===== config.mk =====
export PLATFORM = sky130hd
export DESIGN_NAME = pwm_ramp_sequencer_flat
export DESIGN_NICKNAME = d
export VERILOG_FILES = /design/src/rtl/pwm_ramp_sequencer_if.sv /design/src/rtl/pwm_ramp_sequencer.sv /design/src/flat_wrapper.sv
export SDC_FILE = /design/constraint.sdc
export NUM_CORES = 1
export LEC_CHECK = 0
export CORE_MARGIN = 2
export CORE_UTILIZATION = 35
export DETAILED_ROUTE_END_ITERATION = 10
export GPL_TIMING_DRIVEN = 1
export PLACE_DENSITY = 0.57
export SYNTH_ARGS = -nofsm -noshare
export SYNTH_HDL_FRONTEND = slang
export SYNTH_SLANG_ARGS = --single-unit
export TNS_END_PERCENT = 10

===== constraint.sdc =====
create_clock -name clk -period 7 [get_ports clk]
set_input_delay 1.4 -clock clk [delete_from_list [all_inputs] [get_ports clk]]
set_output_delay 1.4 -clock clk [all_outputs]
set_load 0.01 [all_outputs]

===== src/rtl/pwm_ramp_sequencer_if.sv =====
// Host-side bundle for pwm_ramp_sequencer: ramp command pulses, PWM period tick,
// and the duty/status outputs. master = host/driver side, slave = sequencer.
interface pwm_ramp_sequencer_if #(
    parameter int DW = 8
);
    // No valid/ready pairs here: start, stop and cyc_end are single-cycle pulses
    // sampled on the rising clock edge; the command fields are sampled only on an
    // accepted start; duty_upd is a one-cycle strobe coincident with a duty change.
    logic          start;
    logic          stop;
    logic [DW-1:0] target_duty;
    logic [DW-1:0] step;
    logic [7:0]    dwell;
    logic          cyc_end;
    logic [DW-1:0] duty;
    logic          duty_upd;
    logic          busy;
    logic          done;
    logic [1:0]    dbg_state;

    modport master (
        output start, stop, target_duty, step, dwell, cyc_end,
        input  duty, duty_upd, busy, done, dbg_state
    );

    modport slave (
        input  start, stop, target_duty, step, dwell, cyc_end,
        output duty, duty_upd, busy, done, dbg_state
    );
endinterface


===== src/rtl/pwm_ramp_sequencer.sv =====
// Ramps the PWM duty toward a target in period-aligned steps, using cyc_end as timebase.
// Define PWM_SOFT_STOP_EN to make stop ramp duty down to 0 instead of freezing it.
module pwm_ramp_sequencer #(
    parameter int PERIOD = 10,
    parameter int DW     = 8
) (
    input  logic                 clk,
    input  logic                 rst,
    pwm_ramp_sequencer_if.slave  bus
);
    typedef enum logic [1:0] {S_IDLE, S_WAIT, S_STEP, S_DONE} state_t;

    localparam logic [DW-1:0] L_PERIOD = PERIOD[DW-1:0];
    localparam logic [DW-1:0] L_ONE    = {{(DW-1){1'b0}}, 1'b1};

    state_t        r_state;
    logic [DW-1:0] r_duty;
    logic [DW-1:0] r_tgt;
    logic [DW-1:0] r_step;
    logic [7:0]    r_dwell;
    logic [7:0]    r_dcnt;
    logic          r_up;
    logic          r_upd;
    logic          r_busy;
    logic          r_done;
`ifdef PWM_SOFT_STOP_EN
    logic          r_soft;
`endif

    logic          w_accept;
    logic          w_stop_act;
    logic [DW-1:0] w_tgt_in;
    logic [DW-1:0] w_step_in;
    logic [7:0]    w_dwell_in;
    logic [DW:0]   w_up_sum;
    logic [DW:0]   w_dn_lim;
    logic [DW-1:0] w_next;

    // stop outranks start, so a simultaneous pair never launches a ramp
    assign w_accept   = bus.start && !bus.stop && (r_state == S_IDLE || r_state == S_DONE);
    assign w_stop_act = bus.stop && (r_state == S_WAIT || r_state == S_STEP);
    assign w_tgt_in   = (bus.target_duty > L_PERIOD) ? L_PERIOD : bus.target_duty;
    assign w_step_in  = (bus.step == '0) ? L_ONE : bus.step;
    assign w_dwell_in = (bus.dwell == 8'd0) ? 8'd1 : bus.dwell;

    // One extra bit keeps both the overshoot test and the undershoot test wrap-free
    assign w_up_sum = {1'b0, r_duty} + {1'b0, r_step};
    assign w_dn_lim = {1'b0, r_tgt} + {1'b0, r_step};
    assign w_next   = r_up ? ((w_up_sum > {1'b0, r_tgt}) ? r_tgt : w_up_sum[DW-1:0])
                           : (({1'b0, r_duty} >= w_dn_lim) ? (r_duty - r_step) : r_tgt);

    always_ff @(posedge clk or negedge rst) begin
        if (!rst) begin
            r_state <= S_IDLE;
            r_duty  <= '0;
            r_tgt   <= '0;
            r_step  <= '0;
            r_dwell <= 8'd0;
            r_dcnt  <= 8'd0;
            r_up    <= 1'b0;
            r_upd   <= 1'b0;
            r_busy  <= 1'b0;
            r_done  <= 1'b0;
`ifdef PWM_SOFT_STOP_EN
            r_soft  <= 1'b0;
`endif
        end else begin
            r_upd <= 1'b0;
            if (w_stop_act) begin
`ifdef PWM_SOFT_STOP_EN
                if (r_soft) begin
                    r_duty  <= '0;
                    r_upd   <= (r_duty != '0);
                    r_state <= S_IDLE;
                    r_busy  <= 1'b0;
                    r_done  <= 1'b0;
                    r_soft  <= 1'b0;
                end else begin
                    r_soft <= 1'b1;
                    r_tgt  <= '0;
                    r_up   <= 1'b0;
                    if (r_duty == '0) begin
                        r_state <= S_DONE;
                        r_busy  <= 1'b0;
                        r_done  <= 1'b1;
                    end else if (r_state == S_STEP) begin
                        r_state <= S_WAIT;
                        r_dcnt  <= r_dwell;
                    end
                end
`else
                r_state <= S_IDLE;
                r_busy  <= 1'b0;
                r_done  <= 1'b0;
`endif
            end else begin
                case (r_state)
                    S_IDLE, S_DONE: begin
                        if (w_accept) begin
                            r_tgt   <= w_tgt_in;
                            r_step  <= w_step_in;
                            r_dwell <= w_dwell_in;
`ifdef PWM_SOFT_STOP_EN
                            r_soft  <= 1'b0;
`endif
                            if (w_tgt_in == r_duty) begin
                                r_state <= S_DONE;
                                r_busy  <= 1'b0;
                                r_done  <= 1'b1;
                            end else begin
                                r_state <= S_WAIT;
                                r_busy  <= 1'b1;
                                r_done  <= 1'b0;
                                r_dcnt  <= w_dwell_in;
                                r_up    <= (w_tgt_in > r_duty);
                            end
                        end
                    end
                    S_WAIT: begin
                        if (bus.cyc_end) begin
                            if (r_dcnt == 8'd1) begin
                                r_duty  <= w_next;
                                r_upd   <= 1'b1;
                                r_state <= S_STEP;
                            end else begin
                                r_dcnt <= r_dcnt - 8'd1;
                            end
                        end
                    end
                    S_STEP: begin
                        if (r_duty == r_tgt) begin
                            r_state <= S_DONE;
                            r_busy  <= 1'b0;
                            r_done  <= 1'b1;
                        end else begin
                            r_state <= S_WAIT;
                            r_dcnt  <= r_dwell;
                        end
                    end
                    default: r_state <= S_IDLE;
                endcase
            end
        end
    end

    assign bus.duty      = r_duty;
    assign bus.duty_upd  = r_upd;
    assign bus.busy      = r_busy;
    assign bus.done      = r_done;
    assign bus.dbg_state = r_state;
endmodule

===== src/flat_wrapper.sv =====
// flat-port wrapper written by rule: the top's interface ports become plain ports
module pwm_ramp_sequencer_flat 
#(
    parameter int PERIOD = 10,
    parameter int DW     = 8
)
  (clk, rst, bus_start, bus_stop, bus_target_duty, bus_step, bus_dwell, bus_cyc_end, bus_duty, bus_duty_upd, bus_busy, bus_done, bus_dbg_state);
  pwm_ramp_sequencer_if #(.DW(DW)) bus_i ();
  input  logic clk;
  input  logic rst;
  input wire logic [$bits(bus_i.start)-1:0] bus_start;
  input wire logic [$bits(bus_i.stop)-1:0] bus_stop;
  input wire logic [$bits(bus_i.target_duty)-1:0] bus_target_duty;
  input wire logic [$bits(bus_i.step)-1:0] bus_step;
  input wire logic [$bits(bus_i.dwell)-1:0] bus_dwell;
  input wire logic [$bits(bus_i.cyc_end)-1:0] bus_cyc_end;
  output wire logic [$bits(bus_i.duty)-1:0] bus_duty;
  output wire logic [$bits(bus_i.duty_upd)-1:0] bus_duty_upd;
  output wire logic [$bits(bus_i.busy)-1:0] bus_busy;
  output wire logic [$bits(bus_i.done)-1:0] bus_done;
  output wire logic [$bits(bus_i.dbg_state)-1:0] bus_dbg_state;
  assign bus_i.start = bus_start;
  assign bus_i.stop = bus_stop;
  assign bus_i.target_duty = bus_target_duty;
  assign bus_i.step = bus_step;
  assign bus_i.dwell = bus_dwell;
  assign bus_i.cyc_end = bus_cyc_end;
  assign bus_duty = bus_i.duty;
  assign bus_duty_upd = bus_i.duty_upd;
  assign bus_busy = bus_i.busy;
  assign bus_done = bus_i.done;
  assign bus_dbg_state = bus_i.dbg_state;
  pwm_ramp_sequencer #(.PERIOD(PERIOD), .DW(DW)) u_core (.clk(clk), .rst(rst), .bus(bus_i));
endmodule

# --- Word-level counts from Yosys, hierarchy flattened ---
# Index checks and enable logic that the tools add are counted.
word_totals:
  regBits: 46
  inputBits: 29
  out_inout_bits: 13
  elab_cells: 85
op_classes:
  addsub: 4
  magnitude_cmp: 4
  eq_ne: 15
  muxes: 33
  n_bitwise: 2
  reduce_logical: 17
ops:
  columns: ["operator", "count"]
  rows:
  - ["2-to-1 mux 8 bit", 11]
  - ["one-hot mux 8 bit (3 select lines)", 1]
  - ["adder 8 x 8 -> 9 bit", 2]
  - ["equality test 8 bit", 2]
  - ["zero test 8 bit", 2]
  - ["2-to-1 mux 1 bit", 12]
  - ["2-to-1 mux 2 bit", 6]
  - ["greater-or-equal comparator 8 x 9 -> 1 bit", 1]
  - ["> comparator 9 x 8 -> 1 bit", 1]
  - ["inequality test 3 x 2 -> 1 bit, second input constant", 3]
  - ["AND reduction 3 bit", 3]
  - ["equality test 8 x 1 -> 1 bit, second input constant", 1]
  - ["> comparator 8 x 4 -> 1 bit, second input constant", 1]
  - ["> comparator 8 bit", 1]
  - ["inequality test 2 bit, second input constant", 4]
  - ["AND reduction 4 bit", 2]
  - ["subtractor 8 x 1 -> 8 bit, second input constant", 1]
  - ["subtractor 8 bit", 1]
  - ["one-hot mux 2 bit (3 select lines)", 1]
  - ["AND reduction 6 bit", 1]
  - ["equality test 2 bit, second input constant", 2]
  - ["one-hot mux 1 bit (2 select lines)", 2]
  - ["logical AND 1 bit", 3]
  - ["inequality test 3 x 1 -> 1 bit, second input constant", 1]
  - ["8 further kinds", 10]

# --- Depth between registers and ports, before layout ---
# Gate-level depths: netlist of the first run.
depth:
  ltp_word: 7
  mapped_depth: 16
  depth_no_buf: 15

# --- Worst setup path before layout of the first run ---
# Ideal clock, no wire load.
synth_path:
  kind: "input port to flip-flop"
  startpoint: "in bus_target_duty[4]"
  endpoint: "reg u_core.r_dcnt[2]"
  setup_ns: 0.125
  arrival_ns: 3.452
  required_time_ns: 6.875
  slack_ns: 3.423
  path_stages: 9
  n_path_buf: 0
  path_cell_list: "nor4_1 > nor2b_1 > and2_1 > ha_1 > nand4_1 > nor2_1 > a221o_1 > a21oi_2 > mux2_2"
synth_via:
  elab_chain_cells: 5
synth_lines:
  columns: ["element", "line_no", "source"]
  rows:
  - ["start: declaration", "flat_wrapper.sv:13", "input wire logic [$bits(bus_i.target_duty)-1:0] bus_target_duty;"]
  - ["> comparator 8 x 4 -> 1 bit", "pwm_ramp_sequencer.sv:42", "assign w_tgt_in = (bus.target_duty > L_PERIOD) ? L_PERIOD : bus.target_duty;"]
  - ["2-to-1 mux 8 bit", "pwm_ramp_sequencer.sv:42", null]
  - ["via u_core.w_tgt_in[2]", "pwm_ramp_sequencer.sv:32", "logic [DW-1:0] w_tgt_in;"]
  - ["equality test 8 bit", "pwm_ramp_sequencer.sv:106", "if (w_tgt_in == r_duty) begin"]
  - ["inequality test 2 bit (no line)", null, null]
  - ["AND reduction 6 bit (no line)", null, null]
  - ["end signal: assignment", "pwm_ramp_sequencer.sv:114", "r_dcnt <= w_dwell_in;"]
  - ["end signal: assignment", "pwm_ramp_sequencer.sv:126", "r_dcnt <= r_dcnt - 8'd1;"]
  - ["end signal: assignment", "pwm_ramp_sequencer.sv:137", "r_dcnt <= r_dwell;"]
  - ["end: declaration", "pwm_ramp_sequencer.sv:21", "logic [7:0] r_dcnt;"]
# The timed path passes the listed nets, and every way through them passes these cells.
# A chain may end at the register's enable or synchronous reset.

# --- Worst setup path after layout of the first run ---
# Ends and elaborated chain as after synthesis.

==> results of run 1 <==
## layer usage
metal,vias up,global-route usage (%)
met2,66,29.4
li1,1761,-
met5,-,0
met4,0,4.88
met3,10,2.04
met1,1736,24.2
## Yosys cell counts, types with 4 or more instances
master	number
nand3_1	4
inv_1	43
and2_1	6
xor2_1	9
a21o_1	7
or3_1	8
nor2_1	20
nor4_1	8
o21a_1	6
mux2_2	25
mux2i_1	8
o21ai_0	37
o22ai_1	4
a21oi_1	21
clkbuf_1	11
a31oi_1	4
nor2b_1	11
a211oi_1	8
nand4_1	7
ha_1	51
xnor2_1	15
dfrtp_1	46
nand2_1	29
nor3_1	10
a22oi_1	6
nand2b_1	11
## cell usage in the layout (no fill, tap or decap), types with 5 or more instances in the layout
master and count:
a211oi_1 8, a21o_1 7, a21oi_1 21, a22oi_1 6, and2_1 6, clkbuf_16 5, clkdlybuf4s50_1 40, dfrtp_1 46
ha_1 51, inv_1 43, mux2_2 25, mux2i_1 8, nand2_1 29, nand2b_1 11, nand4_1 7, nor2_1 20
nor2b_1 11, nor3_1 10, nor4_1 8, o21a_1 6, o21ai_0 37, or3_1 8, xnor2_1 15, xor2_1 9
## power groups by stage
| stage | registers (mW) | clock network (mW) | logic [mW] |
|---|---|---|---|
| floorplan | 0.488 | 0 | 1.34 |
| global placement | 0.540 | 0 | 1.67 |
| detailed placement | 0.544 | 0 | 1.70 |
| CTS | 0.539 | 0.260 | 1.71 |
| global route | 0.557 | 0.271 | 1.94 |
| finish | 0.539 | 0.251 | 1.71 |
## state kept, by name, indices dropped and copies added, names as in the netlist, 2 cells and up
name / flops
u_core.bus.duty: 8
u_core.r_dcnt: 8
u_core.r_dwell: 8
u_core.r_step: 8
u_core.r_tgt: 8
u_core.bus.dbg_state: 2
## worst max-delay path, cell delays in order
cell             delay [ns]
clkdlybuf4s50_1        0.40
nor4_1                 0.42
nor2b_1                0.24
and2_1                 0.18
ha_1                   0.24
nand4_1                0.08
nor2_1                 0.10
a221o_1                0.32
a21oi_2                0.41
mux2_2                 0.40
## metrics by stage
step                      hold WS, ns  util, %  area, µm²  setup WS, ns
final                           0.496     42.2       4860          3.00
after global routing            0.532     42.2       4860          2.76
after CTS                       0.495     42.2       4860          2.98
after detailed placement        0.479     40.9       4710          2.68
after global placement          0.474     40.9       4710          2.76
after floorplan                 0.450        -       4180          3.42
## path summary, 6_finish.rpt
check                              startpoint                 endpoint  cells after the start
setup reg to reg           u_core.bus.duty[2]       u_core.bus.duty[2]                     12
max in group asynchronous                 rst          u_core.r_tgt[6]                      2
setup / recovery           bus_target_duty[4]         u_core.r_dcnt[2]                     10
hold / removal              u_core.r_dwell[0]        u_core.r_dwell[0]                      2
hold reg to reg             u_core.r_dwell[0]        u_core.r_dwell[0]                      2
min in group asynchronous                 rst  u_core.bus.dbg_state[0]                      2
## cell families after synthesis
| kind of cell | Yosys count | synth area share [%] |
|---|---|---|
| compound gates | 124 | 19.8 |
| xor+xnor | 24 | 5.04 |
| fa+ha+maj | 54 | 16.8 |
| buf+inv | 59 | 5.58 |
| flops | 46 | 27.6 |
| mux | 33 | 8.68 |
| other cells | 1 | 0.0900 |
| simple gates | 126 | 16.5 |
## area by class of cell
type                    count  area [µm²]
clock inverters             1        8.76
fillers                  1156        6660
repair buffers             43         420
well taps                 143         179
clock buffers               7         143
flip-flops and latches     46        1150
multi-input cells         365        2800
inverters                  43         161
==> flow_summary.toml, run 1 <==
[global_routing]
total_global_route_track_usage_pct = 17.6
overflow = 0
grt_pass1_vias = 3647
antenna_found_initial = 0
global_route_wire_length_before_repair_um = 18200
grt_start_max_net_pins = 47

[route]
via_count = 3573
dr.max_layer_used = "met4"
drc_errors_left = 0
detailedRoute.firstIterationViolations = 166
via_per_inst = 5.51
wl_met1_um = 5180
wl_met3_um = 410
drt_pass1_iterations = 4
final_antenna_net_count = 0
wl_met2_um = 5010
drt-wirelength-per-cell_um = 16.6
totalWireLength_um = 10700

[outcome]
outcome = "completed"

[yosys]
post_synth.cell_area_avg_um2 = 8.92
netlist.top_cell.by_area = "dfrtp_1"
synthesis.area_mm2 = 0.00417
yosysTopAreaCellShare_pct = 27.6
dominantRegCellSynth = "dfrtp_1"
ys_ff_latch = 46
leading_post_synthesis_cells_by_cell_area = "dfrtp_1 28%, ha_1 15%, mux2_2 6.8%"
ys_seq_area_share_pct = 27.6
synth_cell_type_count = 62
synth-warning-count = 0
post_synth_inst_count = 467
share_of_synthesized_registers_carrying_an_async_set_or_reset_pct = 100
synth_edf_count = 0

[final_layout]
post_route_cells_drive_above_1_share_pct = 8.71
antenna_cells_inserted = 0
final_nets = 587
area_growth_pct = 16.6
instances_no_fill = 648

[placed_design]
place_congestion = 0.866
number_of_input_and_output_port_buffers_inserted = 41
number_of_placed_cells_counting_well_taps = 640
dp_hpwl_um = 8170

[hold_path]
hold_class = "register to register"

[clocking]
cts_tree = "yes"
cts.repair_timing.setup_buffer_count = 0
insertion_delay_ns = 0.29
max-clock-path-buffers = 2
clock-root-buffer = "clkbuf_16"
clock_tree.htree_level_count = 2
clk_pin_slew_ns = 0.07
cts-resized-gates = 0
clkSinkCount = 46
cts.hold.buffers_added = 0
tritoncts.num_buffers = 5

[power]
lkg_pwr_nw = 2.16
clock_power_share_pct = 10.0
power_frac_seq_pct = 21.6
switching_share_pct = 47.6
ir_drop_uv = 142
power.net_switching_mw = 1.19
power.combinational.fraction_pct = 68.4
power_report.internal_total_mw = 1.31
power.total_mw = 2.50
power.density_cell_area_mw_per_mm2 = 514

[worst_setup_path]
reg2reg_setup_slack_ns = 3.02
worst_ep_required_time_ns = 7.18
worst-setup-path-type = "input pin to register"
start_kind = "input pin"
cp_data_arrival_time_ns = 4.18
crit_path_max_fanout = 10
timing.critical_path.to_type = "register"

[sta]
final-max-slew-violation-count = 0
grt_setup_unrepaired = "no"
worstMarginPinSlew_ns = 0.731
setup-violations-final = 0
finalClockSkew_ns = 0.00748
hold_violations = 0
max-slew-margin-rel_pct = 51.2
totalNegativeSetupSlack_ns = 0
fin_crit_ns = 4.00
fin_crit_share_pct = 57.1
max_freq_ghz = 0.250

[die]
chipWidth_um = 113
io_pins = 42
initial_core_util_pct = 36.2
core-area_mm2 = 0.0115
design.die.area_mm2 = 0.0128
floorplan.die.height_um = 113
fp-row-count = 39

[job]
maxCapViolations = 0
(Power assumes the default switching activity.)
==> run 2, diff against run 1 <==
--- a/config.mk
+++ b/config.mk
@@ -9,7 +9,7 @@
 export CORE_UTILIZATION = 35
 export DETAILED_ROUTE_END_ITERATION = 10
 export GPL_TIMING_DRIVEN = 1
-export PLACE_DENSITY = 0.57
+export PLACE_DENSITY = 0.59
 export SYNTH_ARGS = -nofsm -noshare
 export SYNTH_HDL_FRONTEND = slang
 export SYNTH_SLANG_ARGS = --single-unit
==> constraint.sdc (replaced) <==
create_clock -name clk -period 3.5 [get_ports clk]
set_input_delay 0.7 -clock clk [delete_from_list [all_inputs] [get_ports clk]]
set_output_delay 0.7 -clock clk [all_outputs]
set_load 0.01 [all_outputs]
==> flow_summary.toml, run 2 (synthesized netlist as in run 1, its figures left out) <==
[outcome]
outcome = "finished with violations"
violations_in_the_final_reports = "DRC"

[route]
totalWireLength_um = 11400
drt-wirelength-per-cell_um = 16.7
detailedRoute.firstIterationViolations = 209
drc_errors_left = 1
final_antenna_net_count = 0
drt_pass1_iterations = 7
via_per_inst = 5.46
via_count = 3735

[worst_setup_path]
path_delay_family = "compound AO/OA/AOI/OAI gates"
crit_path_max_fanout = 6
start_kind = "register"
cp_cell_sequence = "buf_4, ha_4, nand2b_4, a211oi_4, nor4_2, a311oi_2, ha_1, a21o_1, a21o_1, o211a_4, buf_4, o21ai_1, a21oi_1, a211oi_2"
cp_data_arrival_time_ns = 3.59
timing.critical_path.to_type = "register"
slowest_delay_ns = 0.40
critical_path_buf_inv_count = 2
critical-path-slowest-cell = "dfrtp_1"
worst-setup-path-type = "register to register"
worst_ep_required_time_ns = 3.70

[final_layout]
final_nets = 623
num-fill-cells = 1101
layout.cells.most_common_list = "45 x ha_1, 44 x dfrtp_1, 43 x inv_1"
instances_no_fill = 684
ff_latch_area_mm2 = 0.00115
antenna_cells_inserted = 0
final_util_pct = 45.9
layout.cells.most_common = "ha_1"
area_growth_pct = 27.0
multi_input_area_mm2 = 0.00295
post_route_cells_drive_above_1_share_pct = 19.6

[power]
power_frac_seq_pct = 16.9
power.combinational.fraction_pct = 74.3
clock_power_share_pct = 8.9
power.density_cell_area_mw_per_mm2 = 1100
ir_drop_uv = 341
power.net_switching_mw = 2.72
lkg_pwr_nw = 2.36
power.total_mw = 5.84
power_report.internal_total_mw = 3.12
switching_share_pct = 46.6

[die]
io_pins = 42
chipWidth_um = 113
initial_core_util_pct = 36.2
fp-row-count = 39
core-area_mm2 = 0.0115
floorplan.die.height_um = 113
design.die.area_mm2 = 0.0128

[clocking]
insertion_delay_ns = 0.30
tritoncts.num_buffers = 5
clock-root-buffer = "clkbuf_16"
clk_pin_slew_ns = 0.08
cts.hold.buffers_added = 0
clock_tree.htree_level_count = 2
clkSinkCount = 46
max-clock-path-buffers = 2
cts_tree = "yes"

[hold_path]
hold_class = "input pin to async pin"

[sta]
hold_violations = 0
final-max-slew-violation-count = 0
hold-worst-slack_ns = 0.428
setup-violations-final = 0
fin_crit_ns = 3.39
fin_crit_share_pct = 96.9
max-slew-margin-rel_pct = 55.0
max_freq_ghz = 0.295
worstMarginPinSlew_ns = 0.675
finalClockSkew_ns = 0.00722

[job]
maxCapViolations = 0

[global_routing]
global_route_wire_length_before_repair_um = 18300
overflow = 0
grt_start_max_net_pins = 29
grt_pass1_vias = 3645
antenna_found_initial = 0
total_global_route_track_usage_pct = 17.8

[placed_design]
number_of_input_and_output_port_buffers_inserted = 41
number_of_placed_cells_counting_well_taps = 669
place_congestion = 0.887
dp_hpwl_um = 8650
==> run 2: cell count changes in the layout (fill, tap and decap cells not counted), moves of 3 or more <==
cell | before | now
ha_1 | 51 | 45
buf_4 | 2 | 36
ha_2 | 0 | 4
a211oi_1 | 8 | 5
==> run 2: worst register-to-register path, cell delays in order (launching register included) <==
cell,delay (ns)
dfrtp_1,0.40
buf_4,0.15
ha_4,0.25
nand2b_4,0.15
a211oi_4,0.31
nor4_2,0.08
a311oi_2,0.34
ha_1,0.31
a21o_1,0.18
a21o_1,0.20
o211a_4,0.29
buf_4,0.14
o21ai_1,0.15
a21oi_1,0.10
a211oi_2,0.25
==> run 2: routing by layer <==
layer | track usage [%] | wire length (µm)
met1 | 23.9 | 5350
met2 | 29.4 | 5330
met3 | 2.84 | 511
met4 | 5.85 | 252
met5 | 0 | 0
==> run 2: cell type report <==
type                            instances  area share (%)
Multi-Input combinational cell        366            55.7
Sequential cell                        46            21.8
Timing Repair Buffer                   78            13.1
Tap cell                              143            3.38
Inverter                               43            3.05
Clock buffer                            5            2.36
Clock inverter                          3           0.520
==> run 2: power groups by stage <==
stage,combinational [mW],sequential [mW],clock (mW)
after global placement,3.74,0.979,0
after CTS,4.01,0.974,0.531
after global routing,4.79,1.02,0.547
final,4.34,0.985,0.518
after detailed placement,3.82,0.985,0
after floorplan,2.67,0.975,0
==> run 2: per-stage QoR <==
step	setup slack (ns)	area (µm²)	setup TNS [ns]
after floorplan	0.0258	4180	0
after global placement	-0.292	4940	-0.729
after detailed placement	-0.375	4940	-1.40
after CTS	0.0221	5150	0
after global routing	-0.0152	5290	-0.0407
final	0.110	5290	0
==> run 2: what timing repair did <==
action                                  4_1_cts  5_1_grt
setup buffers                                 2        4
endpoints found under the setup margin        8        8
cloned                                        0        1
hold endpoints to repair                      0        0
pin swaps                                     4        9
resized for setup                             9       25
==> run 2: worst paths after layout <==
kind / slack (ns) / cells past startpoint / startpoint / end
min in group clk: 0.49 / 2 / u_core.bus.busy / u_core.bus.busy
max in group asynchronous: 2.32 / 2 / rst / u_core.r_step[3]
worst max-delay path: 0.11 / 14 / u_core.bus.duty[2] / u_core.bus.duty[3]
worst min register to register: 0.49 / 2 / u_core.bus.busy / u_core.bus.busy
worst min-delay path: 0.43 / 1 / rst / u_core.r_dwell[4]
worst max register to register: 0.11 / 14 / u_core.bus.duty[2] / u_core.bus.duty[3]
